File: config.mk
export PLATFORM = sky130hd
export DESIGN_NAME = sub_counter
export DESIGN_NICKNAME = d
export VERILOG_FILES = /design/src/rtl/counter_pkg.sv /design/src/rtl/sub_counter_cell.sv /design/src/rtl/sub_counter.sv
export SDC_FILE = /design/constraint.sdc
export NUM_CORES = 1
export LEC_CHECK = 0
export ABC_CLOCK_PERIOD_IN_PS = 1600
export CAP_MARGIN = 20
export CORE_AREA = 10 10 47 49
export CTS_CLUSTER_SIZE = 8
export DETAILED_ROUTE_END_ITERATION = 6
export DIE_AREA = 0 0 57 59
export DONT_BUFFER_PORTS = 1
export PLACE_DENSITY_LB_ADDON = 0.08
export SKIP_LAST_GASP = 1
export SYNTH_ARGS = -nofsm -noshare
export SYNTH_HDL_FRONTEND = slang
export SYNTH_SLANG_ARGS = --single-unit
export TNS_END_PERCENT = 30
File: constraint.sdc
create_clock -name clk -period 1.6 [get_ports clk]
set_clock_uncertainty 0.2 [all_clocks]
set_input_delay 0.24 -clock clk [delete_from_list [all_inputs] [get_ports clk]]
set_output_delay 0.24 -clock clk [all_outputs]
set_load 0.1 [all_outputs]
File: src/rtl/counter_pkg.sv
// Shared definitions for the up/down counter family (addcounter, sub_counter).
//   CNT_W_DEFAULT : default counter width
//   CNT_W_MAX     : widest counter the helper function accepts
//   cnt_op_t      : per-edge operation chosen by the next-state decode
//   is_terminal() : true at the count's terminal value (MAX going up, 0 going down)
package counter_pkg;

  localparam int unsigned CNT_W_DEFAULT = 4;
  localparam int unsigned CNT_W_MAX     = 32;

  typedef enum logic [1:0] {
    CNT_HOLD = 2'd0,
    CNT_LOAD = 2'd1,
    CNT_STEP = 2'd2
  } cnt_op_t;

  // q is zero-extended to CNT_W_MAX bits; w is the live counter width (< 32).
  function automatic logic is_terminal(input logic [CNT_W_MAX-1:0] q,
                                       input logic                 up,
                                       input int unsigned          w);
    logic [CNT_W_MAX-1:0] max_val;
    max_val = (32'd1 << w) - 32'd1;
    return up ? (q == max_val) : (q == '0);
  endfunction

endpackage

File: src/rtl/sub_counter_cell.sv
// One bit of the down counter.
//   clk    : rising-edge clock
//   clr    : asynchronous clear, active-low
//   op     : operation for the coming edge (hold / load / step)
//   d      : parallel load bit
//   bp_in  : borrow propagate in, high when every lower bit is 0
//   q      : registered bit
//   bp_out : borrow propagate out to the next higher bit
// When stepping down, a bit toggles exactly when all lower bits are 0,
// the gate-level form of Q-1.
module sub_counter_cell
  import counter_pkg::*;
(
  input  logic    clk,
  input  logic    clr,
  input  cnt_op_t op,
  input  logic    d,
  input  logic    bp_in,
  output logic    q,
  output logic    bp_out
);

  always_ff @(posedge clk or negedge clr) begin
    if (!clr) begin
      q <= 1'b0;
    end else begin
      case (op)
        CNT_LOAD: q <= d;
        CNT_STEP: if (bp_in) q <= ~q;
        default:  q <= q;
      endcase
    end
  end

  assign bp_out = bp_in & ~q;

endmodule

File: src/rtl/sub_counter.sv
// Synchronous presettable binary down counter (74161-style control set).
//   clk : rising-edge clock
//   clr : asynchronous clear, active-low
//   ld  : synchronous parallel load, active-low (beats counting)
//   p   : count enable P (does not gate bo)
//   t   : count enable T (gates bo, used for cascading)
//   D   : parallel load data
//   Q   : counter state (registered)
//   bo  : borrow out, t & (Q==0), combinational
// Build option: SUB_COUNTER_RELOAD_EN -- a step from Q==0 reloads D instead
// of wrapping to MAX, turning the block into a modulo-(D+1) divider.
// Handshake note: no valid/ready here; every control is level-sampled on
// each rising clk, and bo is valid in the same cycle as Q.
module sub_counter
  import counter_pkg::*;
#(
  parameter int unsigned WIDTH = CNT_W_DEFAULT
) (
  input  logic             clk,
  input  logic             clr,
  input  logic             ld,
  input  logic             p,
  input  logic             t,
  input  logic [WIDTH-1:0] D,
  output logic [WIDTH-1:0] Q,
  output logic             bo
);

  cnt_op_t        op;
  logic [WIDTH:0] bp;

  // Next-state decode: load > step > hold.
  always_comb begin
    op = CNT_HOLD;
    if (!ld) begin
      op = CNT_LOAD;
    end else if (p && t) begin
      op = CNT_STEP;
`ifdef SUB_COUNTER_RELOAD_EN
      // Terminal count reloads rather than wrapping.
      if (is_terminal(CNT_W_MAX'(Q), 1'b0, WIDTH)) op = CNT_LOAD;
`endif
    end
  end

  assign bp[0] = 1'b1;

  for (genvar i = 0; i < WIDTH; i++) begin : g_cell
    sub_counter_cell u_cell (
      .clk    (clk),
      .clr    (clr),
      .op     (op),
      .d      (D[i]),
      .bp_in  (bp[i]),
      .q      (Q[i]),
      .bp_out (bp[i+1])
    );
  end

  // End of the propagate chain is high exactly when Q == 0.
  assign bo = t & bp[WIDTH];

endmodule

==> flow_summary.yaml, run 1 <==
grt:
  grt_max_degree: 9
  grt_pass1_wl_um: 1190
  grt_pass1_vias: 271
  grt_usage: 0.0446
  overflow: 0
  antenna_found_initial: 0
placed_design:
  detailed_place_hpwl_um: 559
  gp_congestion: 0.639
  place_ws_ps: 40.4
  post_dp_cell_area_um2: 308
  port_buffers: 0
detailed_routing:
  vias: 230
  final_antenna_net_count: 0
  dr.pass1.iters: 4
  avgViaCountPerCell: 4.26
  initialDrtViolationCount: 3
  drcViolationCount: 0
  wl_um: 665
  wl_per_cell_um: 12.3
sta:
  slew_headroom: 0.823
  tightestPinTransition_ps: 264
  timing.final.crit_share: 1.06
  fin_setup_tns_ps: -99.0
  setup_ws_ps: -99.0
  period_minus_slack_ps: 1700
  slew_viol_final: 0
  hold_viol: 0
  finalSetupViolations: 1
  fmax_ghz: 0.589
  rsz0062_at_grt: "yes"
  holdWs_ps: 23.2
floorplanning:
  num_io_pins: 14
  die_h_um: 59
  initial_core_util: 0.183
  fp-row-count: 14
  die_w_um: 57
  core_area_um2: 1400
  die_area_um2: 3360
cells_and_area:
  stdcell_area_um2: 400
  antenna_cells: 0
  area_delta_synth_final_pct: 56.1
  largest_reg_flops: 4
  multi_input_area_um2: 140
  top_regs: "g_cell.u_cell.q (4)"
  register_area_um2: 100
  nets: 49
  final_layout_size_suffix_gt1_frac: 0.342
  top_register: "g_cell.u_cell.q"
  nFillCells: 157
synthesis:
  yosysWarnings: 0
  syn-num-nets: 37
  synthFlopType: "dfrtp_1"
  ys_types: 13
  avgSynthCellArea_um2: 9.16
  ys_ff_latch: 4
  synthCells: 28
  synth_area_leaders: "dfrtp_1 (39%), buf_4 (12%), nand4bb_4 (11%), a31oi_1 (9.8%), nand2_1 (5.9%)"
  synth_top_cell_area_share: 0.390
  synthArstFlopShare: 1.00
  synthTopCellsByCount: "a31oi_1 (4), buf_4 (4), dfrtp_1 (4), nand2_1 (4), nor2_1 (4)"
  yosysTopAreaCell: "dfrtp_1"
  synth_area_um2: 256
  synth_edf_count: 0
  seq_area_frac_synth: 0.390
clock_tree:
  cts_made_buffers: 3
  cts.clk_slew.worst_paths_ps: 40
  cts_tree: "done"
  cts_sinks: 4
  cts_root_buffer: "clkbuf_4"
  htree_num_levels: 1
  clk_latency_ps: 230
  cts.path.max_buffers: 2
min_path:
  hold_depth: 2
  hp-start: "t"
  min_to: "g_cell[1].u_cell.q"
  min_path_type: "in -> reg"
setup_path:
  cp_cell_sequence: "or2b_4 -> nor4_4 -> buf_12"
  critPathKind: "reg -> out"
  crit_fanout: 2
  reg2reg_from: "g_cell[1].u_cell.q"
  endpoint_kind: "output pin"
  r2r_slack_ps: 60
  cpPeakStageDelay_ps: 380
  path_buf_inv: 1
  cp-start-kind: "register"
  slowest_stage: "dfrtp_1"
  cp.required_ps: 1160
  cp.arrival_ps: 1260
  path_delay_family: "simple AND/OR/NAND/NOR gates"
  rr_worst_depth: 4
  r2r-end: "g_cell[3].u_cell.q"
  crit_path_start: "g_cell[1].u_cell.q"
job:
  maxCapViolCount: 0
power:
  finalPower_mw: 0.399
  peakVddDrop_v: 0.000276
  leakagePower_nw: 0.161
  powerDensity_nw_per_um2: 998
outcome:
  violations: "negative setup slack"
  status: "complete, but fails checks"
report_power, final:
part | internal (mW) | switching (mW) | leakage (nW) | total [mW]
logic | 0.0460 | 0.105 | 0.102 | 0.151
clock network | 0.0837 | 0.0385 | 0.0138 | 0.122
registers | 0.112 | 0.0144 | 0.0450 | 0.126
layout make-up:
| class | instances | share of cell area |
|---|---|---|
| well taps | 16 | 0.0500 |
| multi-input cells | 19 | 0.350 |
| flip-flops and latches | 4 | 0.250 |
| repair buffers | 12 | 0.294 |
| clock buffers | 3 | 0.0562 |
metal layers:
metal | routed length (um) | GRT usage | share of wire
met5 | 0 | 0 | 0
met1 | 282 | 0.0489 | 0.42
met4 | 0 | 0.0302 | 0
met3 | 102 | 0.0365 | 0.15
met2 | 279 | 0.0558 | 0.42
what timing repair did:
action                     in CTS  in global routing
pin swaps                       1                  1
buffers inserted                1                  0
resized for setup               1                  0
hold endpoints to repair        8                  0
hold buffers                    6                  0
setup endpoints to repair       1                  2
placed cells by master (no fill, tap or decap):
master,Yosys,routed
nand3b_1,1,1
buf_4,4,5
or2b_4,0,1
o21ai_0,1,1
clkbuf_4,0,3
dlygate4sd3_1,0,6
buf_12,0,1
or3_1,1,1
nand4bb_4,1,1
or2_2,1,1
nor2_1,4,4
a31oi_1,4,4
nand2_1,4,4
nor4_4,0,1
dfrtp_1,4,4
worst reg2reg max path, cell delays in order, from the launching register on:
cell,delay (ps)
dfrtp_1,380
buf_4,150
nand4bb_4,240
or3_1,330
a31oi_1,170
stage by stage:
stage	cells	util
6_report	54	0.286
5_1_grt	54	0.286
4_1_cts	54	0.286
3_5_place_dp	44	0.220
3_3_place_gp	44	0.220
2_1_floorplan	28	-
how the worst max path moves through the flow:
| stage | end | slack [ps] | cells past startpoint |
|---|---|---|---|
| floorplan | bo | -510 | 2 |
| global placement | bo | 60 | 3 |
| detailed placement | bo | 40 | 3 |
| CTS | bo | -200 | 3 |
| global route | bo | -170 | 3 |
| finish | bo | -100 | 3 |
logic make-up (layout without fill, tap and decap cells):
logic type      after synthesis  count (layout)  synth area share
compound gates                5               5             0.117
flops                         4               4             0.390
buf+inv                       5              15             0.132
simple gates                 14              14             0.361
Note: power is estimated with default switching activity, not from simulation.
==> run 2: changes to the inputs <==
--- a/config.mk
+++ b/config.mk
@@ -5,6 +5,7 @@
 export SDC_FILE = /design/constraint.sdc
 export NUM_CORES = 1
 export LEC_CHECK = 0
+export ABC_AREA = 1
 export ABC_CLOCK_PERIOD_IN_PS = 1600
 export CAP_MARGIN = 20
 export CORE_AREA = 10 10 47 49
==> flow_summary.yaml, run 2 <==
outcome:
  status: "finished clean"
synthesis:
  synthTopCellsByCount: "nand2_1 (12), buf_4 (5), nand3_1 (5)"
  yosysWarnings: 0
  avgSynthCellArea_um2: 7.04
  synth_most_common_cell: "nand2_1"
  seq_area_frac_synth: 0.356
  synthFlopType: "dfrtp_1"
  ys_ff_latch: 4
  syn-num-nets: 49
  synth_edf_count: 0
  synth_area_leaders: "dfrtp_1 (36%), nand2_1 (16%), buf_4 (13%), nand3_1 (8.9%), inv_1 (5.3%)"
  ys_types: 14
  yosysTopAreaCell: "dfrtp_1"
  synthCells: 40
  synth_area_um2: 282
  synthArstFlopShare: 1.00
  synth_top_cell_area_share: 0.356
setup_path:
  crit_end: "bo"
  rr_worst_depth: 7
  cp-start-kind: "register"
  cpPeakStageDelay_ps: 390
  crit_fanout: 2
  cp.arrival_ps: 1130
  r2r-end: "g_cell[2].u_cell.q"
  endpoint_kind: "output pin"
  reg2reg_from: "g_cell[1].u_cell.q"
  r2r_slack_ps: 340
  cp.required_ps: 1160
  critPathKind: "reg -> out"
  slowest_stage: "dfrtp_1"
  crit_path_start: "g_cell[1].u_cell.q"
  cp_cell_sequence: "nor2_4 -> nand3_2 -> nor2_4 -> buf_12"
  cp_common_cell: "nor2_4"
placed_design:
  post_dp_cell_area_um2: 334
  port_buffers: 0
  place_ws_ps: 172
  placedCellCount: 57
  gp_congestion: 0.717
clock_tree:
  clk_latency_ps: 230
  cts_tree: "done"
  htree_num_levels: 1
  cts_root_buffer: "clkbuf_4"
  cts_made_buffers: 3
  cts.path.max_buffers: 2
  cts_sinks: 4
  cts.clk_slew.worst_paths_ps: 40
sta:
  fin_setup_tns_ps: 0
  fmax_ghz: 0.637
  finalSetupViolations: 0
  setup_ws_ps: 30.3
  timing.final.crit_share: 0.981
  rsz0062_at_grt: "yes"
  hold_viol: 0
  slew_headroom: 0.804
  period_minus_slack_ps: 1570
  slew_viol_final: 0
  tightestPinTransition_ps: 294
detailed_routing:
  wl_per_cell_um: 12.3
  dr.pass1.iters: 2
  initialDrtViolationCount: 1
  vias: 273
  final_antenna_net_count: 0
  drcViolationCount: 0
  wl_um: 813
  avgViaCountPerCell: 4.14
cells_and_area:
  final_cell_mix: "nand2_1 (12), buf_4 (7)"
  stdcell_area_um2: 417
  final_layout_size_suffix_gt1_frac: 0.340
  antenna_cells: 0
  nets: 61
  nFillCells: 175
  top_regs: "g_cell.u_cell.q (4)"
  top_register: "g_cell.u_cell.q"
  area_delta_synth_final_pct: 48.0
  final_common_cell: "nand2_1"
  largest_reg_flops: 4
  fin_cells: 66
  postLayoutCoreUtil: 0.297
power:
  p_int_mw: 0.248
  leakagePower_nw: 0.213
  power_frac_comb: 0.428
  swShare: 0.427
  p_sw_mw: 0.185
  powerDensity_nw_per_um2: 1040
  p_clk_frac: 0.283
  pwr-share-seq: 0.289
  peakVddDrop_v: 0.000207
floorplanning:
  die_area_um2: 3360
  initial_core_util: 0.201
  die_w_um: 57
  core_area_um2: 1400
  num_io_pins: 14
  die_h_um: 59
  fp-row-count: 14
grt:
  grt_usage: 0.0576
  grt_max_degree: 8
  grt_pass1_vias: 315
  grt_pass1_wl_um: 1390
  antenna_found_initial: 0
  overflow: 0
min_path:
  min_path_type: "in -> reg"
job:
  maxCapViolCount: 0
==> run 2: cell count changes in the layout (fill, tap and decap cells not counted), sizes merged, moves of 2 or more <==
cell | before | now
inv | 0 | 5
nor2 | 4 | 2
nand2 | 4 | 13
buf | 6 | 8
a31oi | 4 | 0
dlygate4sd3 | 6 | 4
o21ai | 1 | 3
nand3 | 0 | 6
==> run 2: per-stage QoR <==
stage | hold slack [ps] | total power [mW]
floorplan | -256 | 0.274
global placement | -255 | 0.292
detailed placement | -255 | 0.293
CTS | 16.2 | 0.441
global route | 32.8 | 0.467
finish | 23.9 | 0.433
==> run 2: routing by layer <==
layer / GRT usage / wire [um] / vias to the layer above
met5: 0 / 0 / -
met4: 0.0604 / 16 / 0
met3: 0.0429 / 111 / 2
met2: 0.0620 / 300 / 14
met1: 0.0657 / 385 / 113
li1: - / - / 144
==> run 2: timing repair <==
action	CTS	global route
resized for setup	1	0
pin swaps	2	1
endpoints found under the setup margin	1	1
hold buffers	4	0
gates cloned	0	0
buffers inserted	1	1
hold endpoints to repair	8	0
==> run 2: cell type report <==
cell class / instances / area [um2] / area share
repair buffers: 12 / 113 / 0.270
well taps: 16 / 20.0 / 0.0480
multi-input cells: 26 / 143 / 0.342
inverters: 5 / 18.8 / 0.0450
flip-flops and latches: 4 / 100 / 0.240
clock buffers: 3 / 22.5 / 0.0541
==> run 2: logic make-up (layout without fill, tap and decap cells) <==
family	count (synthesis)	count (layout)	synth area share
simple gates	22	22	0.364
buf+inv	10	20	0.200
flops	4	4	0.356
compound gates	4	4	0.0800
==> run 2: how the worst min path moves through the flow <==
| stage | start | endpoint | slack, ps | depth (start not counted) |
|---|---|---|---|---|
| after floorplan | clr | g_cell[0].u_cell.q | -260 | 0 |
| after global placement | clr | g_cell[0].u_cell.q | -260 | 0 |
| after detailed placement | clr | g_cell[2].u_cell.q | -260 | 0 |
| after CTS | D[2] | g_cell[2].u_cell.q | 20 | 4 |
| after global routing | ld | g_cell[0].u_cell.q | 30 | 3 |
| final | D[2] | g_cell[2].u_cell.q | 20 | 4 |
==> run 2: critical path: cells and delay by family (launching register included) <==
family                 cells  cell delay [ps]
DFF                        1              390
buffers and inverters      1              180
and+or+nand+nor            3              330
==> run 2: power groups by stage <==
stage | registers (mW) | clock network [mW] | logic [mW]
after floorplan | 0.125 | 0 | 0.149
after global placement | 0.125 | 0 | 0.167
after detailed placement | 0.125 | 0 | 0.167
after CTS | 0.126 | 0.131 | 0.184
after global routing | 0.127 | 0.142 | 0.198
final | 0.125 | 0.123 | 0.185
